**src/rtl/lcd_cmd_seq_if.sv**
```systemverilog
// Sequencer <-> command ROM and sequencer <-> LCD image controller signals.
// The master side is the sequencer; the slave side is the ROM + controller.
interface lcd_cmd_seq_if #(
  parameter int CROM_AW = 6
);
  logic               CROM_rd;
  logic [CROM_AW-1:0] CROM_A;
  logic [3:0]         CROM_Q;
  logic [3:0]         cmd;
  logic               cmd_valid;
  logic               busy;
  logic               done;

  modport master (
    output CROM_rd, CROM_A, cmd, cmd_valid,
    input  CROM_Q, busy, done
  );

  modport slave (
    input  CROM_rd, CROM_A, cmd, cmd_valid,
    output CROM_Q, busy, done
  );
endinterface

```
**src/rtl/lcd_cmd_seq.sv**
```systemverilog
// Command sequencer: walks the command ROM, drops illegal codes, hands legal
// codes to the LCD controller one at a time and stops after a completed Write.
// A watchdog bounds the time spent on any one command.
module lcd_cmd_seq #(
  parameter int CROM_AW = 6,
  parameter int TIMEOUT = 1024
) (
  input  logic              clk,
  input  logic              reset,
  input  logic              start,
  lcd_cmd_seq_if.master     bus,
  output logic              seq_busy,
  output logic              seq_done,
  output logic              seq_err,
  output logic [7:0]        issued_cnt,
  output logic [7:0]        skip_cnt
);

  localparam int WD_W = $clog2(TIMEOUT + 1);
  localparam logic [WD_W-1:0]    WD_LAST  = WD_W'(TIMEOUT - 1);
  localparam logic [CROM_AW-1:0] PTR_LAST = {CROM_AW{1'b1}};

  typedef enum logic [2:0] {
    S_IDLE, S_FETCH, S_DECODE, S_ISSUE, S_ACK, S_WAIT, S_END
  } state_t;

  state_t             state_reg, state_next;
  logic [CROM_AW-1:0] ptr_reg, ptr_next;
  logic               crom_rd_reg, crom_rd_next;
  logic [CROM_AW-1:0] crom_a_reg, crom_a_next;
  logic [3:0]         cmd_reg, cmd_next;
  logic               seq_done_reg, seq_done_next;
  logic               seq_err_reg, seq_err_next;
  logic [7:0]         issued_reg, issued_next;
  logic [7:0]         skip_reg, skip_next;
  logic [WD_W-1:0]    wd_reg, wd_next;
  logic               done_seen_reg, done_seen_next;
  logic               cmd_valid_c;
  logic               advance;
  logic               wd_active;
  logic               wd_expired;

  // State and output registers; everything returns to idle values on reset.
  always_ff @(posedge clk or posedge reset) begin
    if (reset) begin
      state_reg     <= S_IDLE;
      ptr_reg       <= '0;
      crom_rd_reg   <= 1'b0;
      crom_a_reg    <= '0;
      cmd_reg       <= 4'd0;
      seq_done_reg  <= 1'b0;
      seq_err_reg   <= 1'b0;
      issued_reg    <= 8'd0;
      skip_reg      <= 8'd0;
      wd_reg        <= '0;
      done_seen_reg <= 1'b0;
    end else begin
      state_reg     <= state_next;
      ptr_reg       <= ptr_next;
      crom_rd_reg   <= crom_rd_next;
      crom_a_reg    <= crom_a_next;
      cmd_reg       <= cmd_next;
      seq_done_reg  <= seq_done_next;
      seq_err_reg   <= seq_err_next;
      issued_reg    <= issued_next;
      skip_reg      <= skip_next;
      wd_reg        <= wd_next;
      done_seen_reg <= done_seen_next;
    end
  end

  // Next-state logic, command strobe and counter/flag updates.
  always_comb begin
    state_next     = state_reg;
    ptr_next       = ptr_reg;
    crom_rd_next   = 1'b0;
    crom_a_next    = crom_a_reg;
    cmd_next       = cmd_reg;
    seq_done_next  = 1'b0;
    seq_err_next   = seq_err_reg;
    issued_next    = issued_reg;
    skip_next      = skip_reg;
    wd_next        = wd_reg;
    done_seen_next = done_seen_reg;
    cmd_valid_c    = 1'b0;
    advance        = 1'b0;

    wd_active  = (state_reg == S_ISSUE) || (state_reg == S_ACK) || (state_reg == S_WAIT);
    wd_expired = wd_active && (wd_reg == WD_LAST);
    if (wd_active) begin
      wd_next = wd_reg + WD_W'(1);
    end

    if (wd_expired) begin
      // Expiry wins over everything, including a strobe in ISSUE.
      seq_err_next = 1'b1;
      state_next   = S_END;
    end else begin
      case (state_reg)
        S_IDLE: begin
          if (start) begin
            ptr_next     = '0;
            issued_next  = 8'd0;
            skip_next    = 8'd0;
            seq_err_next = 1'b0;
            state_next   = S_FETCH;
          end
        end
        S_FETCH: begin
          state_next = S_DECODE;
        end
        S_DECODE: begin
          if (bus.CROM_Q <= 4'd11) begin
            cmd_next   = bus.CROM_Q;
            wd_next    = '0;
            state_next = S_ISSUE;
          end else begin
            skip_next = (skip_reg == 8'hFF) ? skip_reg : skip_reg + 8'd1;
            advance   = 1'b1;
          end
        end
        S_ISSUE: begin
          if (!bus.busy) begin
            cmd_valid_c = 1'b1;
            state_next  = S_ACK;
          end
        end
        S_ACK: begin
          if (bus.done) begin
            done_seen_next = 1'b1;
          end
          state_next = S_WAIT;
        end
        S_WAIT: begin
          if (bus.done) begin
            done_seen_next = 1'b1;
          end
          if (!bus.busy) begin
            issued_next = (issued_reg == 8'hFF) ? issued_reg : issued_reg + 8'd1;
            if (cmd_reg == 4'd0) begin
              // A Write that finished without a done pulse is an error.
              if (!(done_seen_reg || bus.done)) begin
                seq_err_next = 1'b1;
              end
              state_next = S_END;
            end else begin
              advance = 1'b1;
            end
          end
        end
        S_END: begin
          done_seen_next = 1'b0;
          state_next     = S_IDLE;
        end
        default: begin
          state_next = S_IDLE;
        end
      endcase
    end

    // Step to the next ROM entry, or stop with an error at the last one.
    if (advance) begin
      if (ptr_reg == PTR_LAST) begin
        seq_err_next = 1'b1;
        state_next   = S_END;
      end else begin
        ptr_next   = ptr_reg + CROM_AW'(1);
        state_next = S_FETCH;
      end
    end

    // ROM read is presented during FETCH so data lands in DECODE.
    if (state_next == S_FETCH) begin
      crom_rd_next = 1'b1;
      crom_a_next  = ptr_next;
    end

    if ((state_next == S_END) && (state_reg != S_END)) begin
      seq_done_next = 1'b1;
    end
  end

  assign bus.CROM_rd   = crom_rd_reg;
  assign bus.CROM_A    = crom_a_reg;
  assign bus.cmd       = cmd_reg;
  assign bus.cmd_valid = cmd_valid_c;
  assign seq_busy      = (state_reg != S_IDLE);
  assign seq_done      = seq_done_reg;
  assign seq_err       = seq_err_reg;
  assign issued_cnt    = issued_reg;
  assign skip_cnt      = skip_reg;

endmodule

```
**src/flat_wrapper.sv**
```systemverilog
// flat-port wrapper written by rule: the top's interface ports become plain ports
module lcd_cmd_seq_flat 
#(
  parameter int CROM_AW = 6,
  parameter int TIMEOUT = 1024
)
  (clk, reset, start, seq_busy, seq_done, seq_err, issued_cnt, skip_cnt, bus_CROM_rd, bus_CROM_A, bus_cmd, bus_cmd_valid, bus_CROM_Q, bus_busy, bus_done);
  lcd_cmd_seq_if #(.CROM_AW(CROM_AW)) bus_i ();
  input  logic clk;
  input  logic reset;
  input  logic start;
  output logic seq_busy;
  output logic seq_done;
  output logic seq_err;
  output logic [7:0] issued_cnt;
  output logic [7:0] skip_cnt;
  output wire logic [$bits(bus_i.CROM_rd)-1:0] bus_CROM_rd;
  output wire logic [$bits(bus_i.CROM_A)-1:0] bus_CROM_A;
  output wire logic [$bits(bus_i.cmd)-1:0] bus_cmd;
  output wire logic [$bits(bus_i.cmd_valid)-1:0] bus_cmd_valid;
  input wire logic [$bits(bus_i.CROM_Q)-1:0] bus_CROM_Q;
  input wire logic [$bits(bus_i.busy)-1:0] bus_busy;
  input wire logic [$bits(bus_i.done)-1:0] bus_done;
  assign bus_CROM_rd = bus_i.CROM_rd;
  assign bus_CROM_A = bus_i.CROM_A;
  assign bus_cmd = bus_i.cmd;
  assign bus_cmd_valid = bus_i.cmd_valid;
  assign bus_i.CROM_Q = bus_CROM_Q;
  assign bus_i.busy = bus_busy;
  assign bus_i.done = bus_done;
  lcd_cmd_seq #(.CROM_AW(CROM_AW), .TIMEOUT(TIMEOUT)) u_core (.clk(clk), .reset(reset), .start(start), .bus(bus_i), .seq_busy(seq_busy), .seq_done(seq_done), .seq_err(seq_err), .issued_cnt(issued_cnt), .skip_cnt(skip_cnt));
endmodule
```
**config.mk**
```make
export PLATFORM = sky130hd
export DESIGN_NAME = lcd_cmd_seq_flat
export DESIGN_NICKNAME = d
export VERILOG_FILES = /design/src/rtl/lcd_cmd_seq_if.sv /design/src/rtl/lcd_cmd_seq.sv /design/src/flat_wrapper.sv
export SDC_FILE = /design/constraint.sdc
export NUM_CORES = 1
export LEC_CHECK = 0
export CAP_MARGIN = 40
export CORE_MARGIN = 3
export CORE_UTILIZATION = 43
export DETAILED_ROUTE_END_ITERATION = 6
export GPL_TIMING_DRIVEN = 0
export PLACE_DENSITY = 0.7
export SKIP_LAST_GASP = 1
export SYNTH_ARGS = -nofsm -noshare
export SYNTH_HDL_FRONTEND = slang
export SYNTH_SLANG_ARGS = --single-unit
```
**constraint.sdc**
```tcl
create_clock -name clk -period 2.2 [get_ports clk]
set_input_delay 0.44 -clock clk [delete_from_list [all_inputs] [get_ports clk]]
set_output_delay 0.44 -clock clk [all_outputs]
set_load 0.03 [all_outputs]
```
Word-level counts from Yosys, hierarchy flattened. Index checks and enable logic that the tools add are counted.

Register bits: 50. Bits of input ports: 9. Output and inout port bits: 31.

Add/sub/neg operators: 4. $lt $le $gt $ge: 1. Eq/ne operators: 19. Muxes and demuxes: 45. Bitwise operators: 1. Reduce and logical (&&, ||, !) cells: 16.

Operator list (count): 2-to-1 mux 11 bit (4); 2-to-1 mux 8 bit (5); one-hot mux 8 bit (2 select lines) (2); 2-to-1 mux 6 bit (5); 2-to-1 mux 3 bit (8); one-hot mux 3 bit (6 select lines) (1); 2-to-1 mux 1 bit (17); adder 8 x 1 -> 8 bit, second input constant (2); == test 8 bit, second input constant (2); == test 3 bit, second input constant (4); adder 11 x 1 -> 11 bit, second input constant (1); == test 11 x 10 -> 1 bit, second input constant (1); != test 2 bit, second input constant (5); AND reduction 5 bit (2); adder 6 x 1 -> 6 bit, second input constant (1); == test 3 x 1 -> 1 bit, second input constant (2); == test 3 x 2 -> 1 bit, second input constant (2); == test 6 bit, second input constant (1); one-hot mux 1 bit (2 select lines) (3); AND reduction 3 bit (2); nonzero test 2 bit (3); less-or-equal comparator 4 bit, second input constant (1); logical NOT 4 bit (1); logical NOT 3 bit (1); other kinds (7) (10).

Logic depth before layout (Yosys ltp). Gate-level depths: netlist (run 1).

Depth after elaboration: 9. Gate-level depth with buffers: 8. Depth with buffers taken out: 6.

Worst setup path after synthesis (run 1). OpenSTA, ideal clock, no wires.

Kind: register -> output. Start point: reg u_core.wd_reg[0]. End point: out bus_cmd_valid. Arrival: 1695 ps. Path slack: 65 ps. Stages on the path, launching flop included: 8. Path buffers: 2. Path through: dfrtp_1 -> ha_1 -> nand3_1 -> a21oi_4 -> and4b_1 -> buf_6 -> buf_2 -> nor2_1.

Longest elaborated chain between the ends: 3.

Ends and longest elaborated chain: start: declaration (RTL line lcd_cmd_seq.sv:36) `logic [WD_W-1:0] wd_reg, wd_next;`; start signal: assignment (RTL line lcd_cmd_seq.sv:67) `wd_reg <= wd_next;`; == test 11 x 10 -> 1 bit (RTL line lcd_cmd_seq.sv:89) `wd_expired = wd_active && (wd_reg == WD_LAST);`; logical AND 1 bit (RTL line lcd_cmd_seq.sv:89); 2-to-1 mux 1 bit (RTL line lcd_cmd_seq.sv:94) `if (wd_expired) begin`; end: declaration (RTL line flat_wrapper.sv:20) `output wire logic [$bits(bus_i.cmd_valid)-1:0] bus_cmd_valid;`.

Every way passes these cells.

Worst setup path in the final report (run 1).
Start point: reg u_core.state_reg[1]. End point: out bus_cmd_valid.

Longest elaborated chain between the ends: 5. Elaborated cells between the ends (all ways): 8.

Ends and longest elaborated chain: start: declaration (RTL line lcd_cmd_seq.sv:27) `state_t state_reg, state_next;`; start signal: assignment (RTL line lcd_cmd_seq.sv:58) `state_reg <= state_next;`; == test 3 x 2 -> 1 bit or == test 3 bit (tied branches) (RTL line lcd_cmd_seq.sv:88, lcd_cmd_seq.sv:99); logical OR 1 bit (2 in a row) (RTL line lcd_cmd_seq.sv:88) `wd_active = (state_reg == S_ISSUE) || (state_reg == S_ACK) || (state_reg == S_WAIT);`; logical AND 1 bit (RTL line lcd_cmd_seq.sv:89); 2-to-1 mux 1 bit * (RTL line lcd_cmd_seq.sv:94).

Every way passes the cells marked *; elsewhere a longest branch is shown, timed or not.

==> results of run 1 <==
## placed cells by master, fill, tap and decap left out, types with 3 or more instances in the layout
cell / synthesis / layout
o31ai_1: 7 / 7
dfrtp_1: 50 / 49
nor2_1: 25 / 23
nor2b_1: 3 / 3
or4_1: 7 / 7
nand3_1: 9 / 8
o2bb2ai_1: 4 / 4
and3_1: 7 / 7
clkbuf_1: 6 / 3
inv_1: 6 / 5
buf_4: 0 / 14
o211ai_1: 3 / 3
and2_1: 3 / 3
nand4_1: 9 / 9
a31oi_1: 3 / 3
nor3_1: 8 / 7
xor2_1: 7 / 7
buf_2: 3 / 3
ha_1: 4 / 3
nand2_1: 24 / 24
xnor2_1: 13 / 13
mux2_2: 5 / 5
clkbuf_8: 0 / 6
a21o_1: 4 / 4
clkdlybuf4s50_1: 0 / 36
o21ai_0: 6 / 6
nor4_1: 3 / 3
a21oi_1: 9 / 8
## what timing repair did
item                       CTS  global route
pin swaps                    2             3
buffers inserted             9             5
setup endpoints to repair    2            27
gates resized for setup     16            11
## critical path, stage by stage, from the launching register on
cell,delay [ps]
dfrtp_2,430
or2b_4,270
a21oi_4,130
and4b_1,260
buf_6,130
nor2_2,40
buf_6,130
## metrics by stage
step,total power (W),setup slack (ps),cell area (µm²)
3_3_place_gp,0.002710,-563.7,3045
5_1_grt,0.003628,-35.88,3301
3_5_place_dp,0.002737,-572.0,3065
2_1_floorplan,0.002268,64.67,2565
6_report,0.003393,66.05,3301
4_1_cts,0.003364,-58.06,3253
## power by group through the flow
stage | clock (W) | sequential [W] | combinational [W]
final | 0.000561 | 0.00132 | 0.00151
after global routing | 0.000618 | 0.00136 | 0.00165
after CTS | 0.000569 | 0.00132 | 0.00147
after detailed placement | 0 | 0.00134 | 0.00139
after global placement | 0 | 0.00134 | 0.00137
after floorplan | 0 | 0.00152 | 0.000744
## synth_stat cells (3+ instances only)
library cell	instances
dfrtp_1	50
o2bb2ai_1	4
a31oi_1	3
nor2b_1	3
a21oi_1	9
nor4_1	3
and3_1	7
o211ai_1	3
and2_1	3
buf_2	3
nand4_1	9
nand2_1	24
clkbuf_1	6
nor3_1	8
o21ai_1	3
xor2_1	7
xnor2_1	13
inv_1	6
ha_1	4
a21o_1	4
o31ai_1	7
or4_1	7
mux2_2	5
o21ai_0	6
nand3_1	9
nor2_1	25
## kinds of logic (layout without fill, tap and decap cells)
logic type | count (synthesis) | after routing
multiplexers | 7 | 7
adder cells (fa/ha/maj) | 4 | 4
AND/OR/NAND/NOR | 109 | 109
AO/OA/AOI/OAI | 50 | 50
XOR/XNOR | 20 | 20
flip-flops | 50 | 50
buffers and inverters | 17 | 78
## worst min-delay path by stage
stage / startpoint / endpoint / slack [ps] / cells past startpoint
2_1_floorplan: u_core.ptr_reg[0] / u_core.bus.CROM_A[0] / 470 / 1
3_3_place_gp: u_core.bus.CROM_A[5] / u_core.bus.CROM_A[5] / 480 / 1
3_5_place_dp: u_core.bus.CROM_A[5] / u_core.bus.CROM_A[5] / 470 / 1
4_1_cts: reset / u_core.skip_cnt[1] / 430 / 2
5_1_grt: reset / u_core.skip_cnt[0] / 450 / 2
6_report: reset / u_core.skip_cnt[3] / 420 / 2
## metal layers
metal	part of all wire (%)	GRT usage, %	vias to the layer above
li1	-	-	1051
met1	50	24.02	1045
met2	46	27.48	32
met3	2.9	3.373	4
met4	0.73	5.052	0
met5	0	0	-
## final cells by class
class                           instances  share of cell area (%)
Multi-Input combinational cell        190                   38.51
Sequential cell                        50                   37.95
Timing Repair Buffer                   54                   15.69
Tap cell                               72                   2.729
Clock buffer                            6                   2.502
Buffer                                  9                   1.440
Inverter                                7                  0.7961
Clock inverter                          2                  0.3791
==> results.yml, run 1 <==
die:
  start_util_pct: 45.46
  rows: 27
  core-area_um2: 5642
  floorplan.die_area_um2: 6928
  die_w_um: 83.24
  fp.dieH_um: 83.24
  ios: 40
final_layout:
  area_growth_pct: 28.68
  multi_input_area_um2: 1271
  largest_reg_flops: 11
  fillers: 493
  drive_gt1_share_pct: 15.72
  final_cells: 390
  fin_util_pct: 58.51
  nets: 330
  n_antenna_cell: 0
  ff_latch_area_um2: 1252
yosys:
  yosys.area_share.simple_pct: 22.54
  synth_cell_type_count: 47
  synthMuxAreaShare_pct: 2.976
  synthXorXnorAreaFrac_pct: 6.829
  synth_enable_flop_cells: 0
  synthCells: 257
  synth_seq_area_share_pct: 48.78
  synthDominantCellAreaShare_pct: 48.78
  synth_fa_ha_area_share_pct: 1.951
  async_reset_ff_share_pct: 100.0
  synth_top_family_by_area: "simple AND/OR/NAND/NOR gates"
  synth-compound-area-share_pct: 14.00
  syn_area_um2: 2565
  synth_area_leaders: "dfrtp_1 49%, xnor2_1 4.4%, nor2_1 3.7%"
  synth.avg_cell_area_um2: 9.980
  ys_warn_count: 0
  synth-seq-cells: 50
  synth_ff_type: "dfrtp_1"
  synth_fp_nets: 270
  yosys.area.top_type: "dfrtp_1"
clocking:
  cts_tree: "built"
  clock_latency_ps: 300
  cts_hold_buf: 0
  path_clk_slew_ps: 90
  cts_max_level: 2
  clockRootBuffer: "clkbuf_8"
  clock_tree.buffer_depth: 2
  cts_made_buffers: 5
  cts_sinks: 50
power_and_ir_drop:
  p_int_w: 0.002035
  leakage_nw: 1.437
  switchingPower_w: 0.001358
  vdd_ir_drop_max_v: 0.0006086
  pwr-share-comb_pct: 44.4
  p_clk_share_pct: 16.5
  p_seq_share_pct: 39.0
  switching_share_pct: 40.03
  powerDensity_nw_per_um2: 1028
placed_design:
  hpwlAfterDp_mm: 4.113
  io_buffers: 39
  dp.cells: 369
  place.gp.congestion: 0.7948
routing:
  drt_drc_violations_left: 0
  num_vias: 2132
  wl_mm: 5.746
  final_antenna_net_count: 0
  viasPerCell: 5.467
  wire_per_inst_um: 14.73
  drtIter0Drc: 94
  first_pass_iters: 4
sta:
  setup-violations-final: 0
  tns_ps: 0
  period_share_pct: 97.00
  skew_ps: 9.584
  maxSlewViolCount: 0
  hold_slack_ps: 419.2
  rsz0062_at_grt: "yes"
  timing.slew.headroom_pct: 66.87
  period_needed_ps: 2134
  hold_violations: 0
  fmax_mhz: 468.6
  worst_pin_slew_ps: 495.1
run_status:
  status: "completed"
worst_setup_path:
  worstPathMaxFanout: 4
  crit_path_start: "u_core.state_reg[1]"
  reg2reg_to: "u_core.issued_cnt[3]"
  critPathCapture: "bus_cmd_valid"
  critPathKind: "flop to output port"
  crit_arrival_ps: 1690
  start_kind: "flop"
  r2r_slack_ps: 130
  r2r-start: "u_core.state_reg[2]"
  r2r_cells: 7
  end_kind: "output port"
  worst_ep_required_time_ps: 1760
hold_path:
  hold_path_class: "input pin to asynchronous set/reset pin"
grt:
  track_usage_pct: 17.31
  overflow: 0
  grt_pass1_vias: 2077
  grt_max_degree: 36
  antenna_found_initial: 0
  grt_pass1_wl_mm: 9.915
job:
  max-cap-violations: 0
(Power assumes the default switching activity.)
==> run 2, diff against run 1 <==
--- a/config.mk
+++ b/config.mk
@@ -9,6 +9,7 @@
 export CORE_MARGIN = 3
 export CORE_UTILIZATION = 43
 export DETAILED_ROUTE_END_ITERATION = 6
+export GPL_ROUTABILITY_DRIVEN = 0
 export GPL_TIMING_DRIVEN = 0
 export PLACE_DENSITY = 0.7
 export SKIP_LAST_GASP = 1
==> results of run 2 <==
Same layout as run 1: the final DEF is identical, and so are final timing and power.
==> run 3, diff against run 2 <==
--- a/config.mk
+++ b/config.mk
@@ -6,7 +6,6 @@
 export NUM_CORES = 1
 export LEC_CHECK = 0
 export CAP_MARGIN = 40
-export CORE_MARGIN = 3
 export CORE_UTILIZATION = 43
 export DETAILED_ROUTE_END_ITERATION = 6
 export GPL_ROUTABILITY_DRIVEN = 0
==> results.yml, run 3 (synthesis results as in run 1) <==
clocking:
  clockRootBuffer: "clkbuf_8"
  cts_sinks: 50
  path_clk_slew_ps: 90
  cts_made_buffers: 5
  cts_max_level: 2
  cts_hold_buf: 0
  clock_latency_ps: 300
  cts_tree: "built"
  clock_tree.buffer_depth: 2
final_layout:
  layout_common_cells: "49 x dfrtp_1, 37 x clkdlybuf4s50_1, 24 x nand2_1, 24 x nor2_1, 13 x xnor2_1"
  final_common_cell: "dfrtp_1"
  nets: 323
  n_antenna_cell: 0
  area_growth_pct: 26.83
  design_area_um2: 3253
  largest_reg_flops: 11
  drive_gt1_share_pct: 13.50
die:
  floorplan.die_area_um2: 6278
  start_util_pct: 45.46
  die_w_um: 79.24
  ios: 40
  rows: 27
  core-area_um2: 5642
  fp.dieH_um: 79.24
placed_design:
  dpl_cell_area_um2: 3065
  hpwlAfterDp_mm: 4.007
  pre_cts_ws_ps: -556.6
  io_buffers: 39
job:
  max-cap-violations: 0
grt:
  grt_max_degree: 27
  grt_pass1_wl_mm: 9.522
  grt_pass1_vias: 1993
  overflow: 0
  track_usage_pct: 19.15
  antenna_found_initial: 0
worst_setup_path:
  crit_chain: "or2b_4 -> a21oi_4 -> and4b_2 -> buf_8 -> nor2_1 -> buf_4"
  start_kind: "flop"
  r2r_cells: 8
  worst_ep_required_time_ps: 1760
  critPathKind: "flop to output port"
  worstPathMaxFanout: 6
  end_kind: "output port"
  cp_slowest_cell: "dfrtp_1"
  cp.depth: 6
  slowest_delay_ps: 400
  critical_path.top_delay_family: "simple AND/OR/NAND/NOR gates"
  crit_arrival_ps: 1760
  crit_buf_inv: 2
hold_path:
  min_path_cells: 1
  hold_path_class: "flop to flop"
routing:
  first_pass_iters: 4
  num_vias: 2090
  wl_mm: 5.507
  wire_per_inst_um: 14.38
  final_antenna_net_count: 0
  viasPerCell: 5.457
  drtIter0Drc: 76
  drt_drc_violations_left: 0
sta:
  maxSlewViolCount: 0
  fmax_mhz: 454.1
  timing.slew.headroom_pct: 62.91
  skew_ps: 6.408
  period_needed_ps: 2202
  worst_pin_slew_ps: 555.6
  setup_ws_ps: -2.375
  hold_violations: 0
  rsz0062_at_grt: "yes"
  period_share_pct: 100.1
  setup-violations-final: 1
run_status:
  violations: "negative setup slack"
  status: "finished, violations left"
power_and_ir_drop:
  leakage_nw: 1.397
  vdd_ir_drop_max_v: 0.0006125
  powerDensity_nw_per_um2: 1054
==> run 3: cell count changes in the layout (fill, tap and decap cells not counted), sizes merged <==
cell	previous run	this run
buf	20	13
bufinv	0	1
clkdlybuf4s50	36	37
clkinv	1	0
dlymetal6s2s	1	0
==> run 3: cell type report <==
| class | instances | area (µm²) |
|---|---|---|
| Sequential cell | 50 | 1252 |
| Timing Repair Buffer | 47 | 459.2 |
| Inverter | 7 | 26.28 |
| Clock inverter | 2 | 37.54 |
| Fill cell | 481 | 2389 |
| Buffer | 9 | 51.30 |
| Tap cell | 72 | 90.09 |
| Clock buffer | 6 | 72.57 |
| Multi-Input combinational cell | 190 | 1264 |
==> run 3: worst paths after layout <==
path	startpoint	endpoint	slack (ps)
worst max-delay path	u_core.state_reg[2]	bus_cmd_valid	-2
max in group asynchronous	reset	u_core.state_reg[1]	1160
min in group asynchronous	reset	u_core.bus.CROM_A[5]	500
worst min-delay path	u_core.bus.CROM_A[5]	u_core.bus.CROM_A[5]	490
worst min register to register	u_core.bus.CROM_A[5]	u_core.bus.CROM_A[5]	490
worst max register to register	u_core.wd_reg[0]	u_core.issued_cnt[3]	100
==> run 3: routing by layer <==
| layer | up-vias | global-route usage [%] | wire length (µm) |
|---|---|---|---|
| met5 | - | 0 | 0 |
| met4 | 0 | 3.818 | 44 |
| met3 | 5 | 3.448 | 165 |
| met2 | 34 | 29.83 | 2602 |
| met1 | 1014 | 27.88 | 2694 |
| li1 | 1037 | - | - |
==> run 3: timing repair <==
action,4_1_cts,5_1_grt
resized for setup,14,8
hold endpoints to repair,0,0
pin swaps,2,0
setup buffers,7,0
endpoints found under the setup margin,2,18
==> run 3: power by group <==
part / total [W] / switching, W / internal (W)
combinational: 0.00146 / 0.000844 / 0.000617
clock: 0.000645 / 0.000305 / 0.000340
sequential: 0.00132 / 0.000188 / 0.00114
total: 0.00343 / 0.00134 / 0.00209
==> run 3: per-stage QoR <==
| stage | hold WS, ps | power, W | util (%) | cells | setup TNS [ps] |
|---|---|---|---|---|---|
| 2_1_floorplan | 472.0 | 0.002268 | - | 257 | 0 |
| 3_3_place_gp | 476.2 | 0.002706 | 53.98 | 368 | -24790 |
| 3_5_place_dp | 468.7 | 0.002736 | 54.34 | 369 | -2244 |
| 4_1_cts | 493.1 | 0.003434 | 57.42 | 383 | -5.706 |
| 5_1_grt | 516.1 | 0.003650 | 57.66 | 383 | -98.85 |
| 6_report | 487.7 | 0.003429 | 57.66 | 383 | -2.375 |
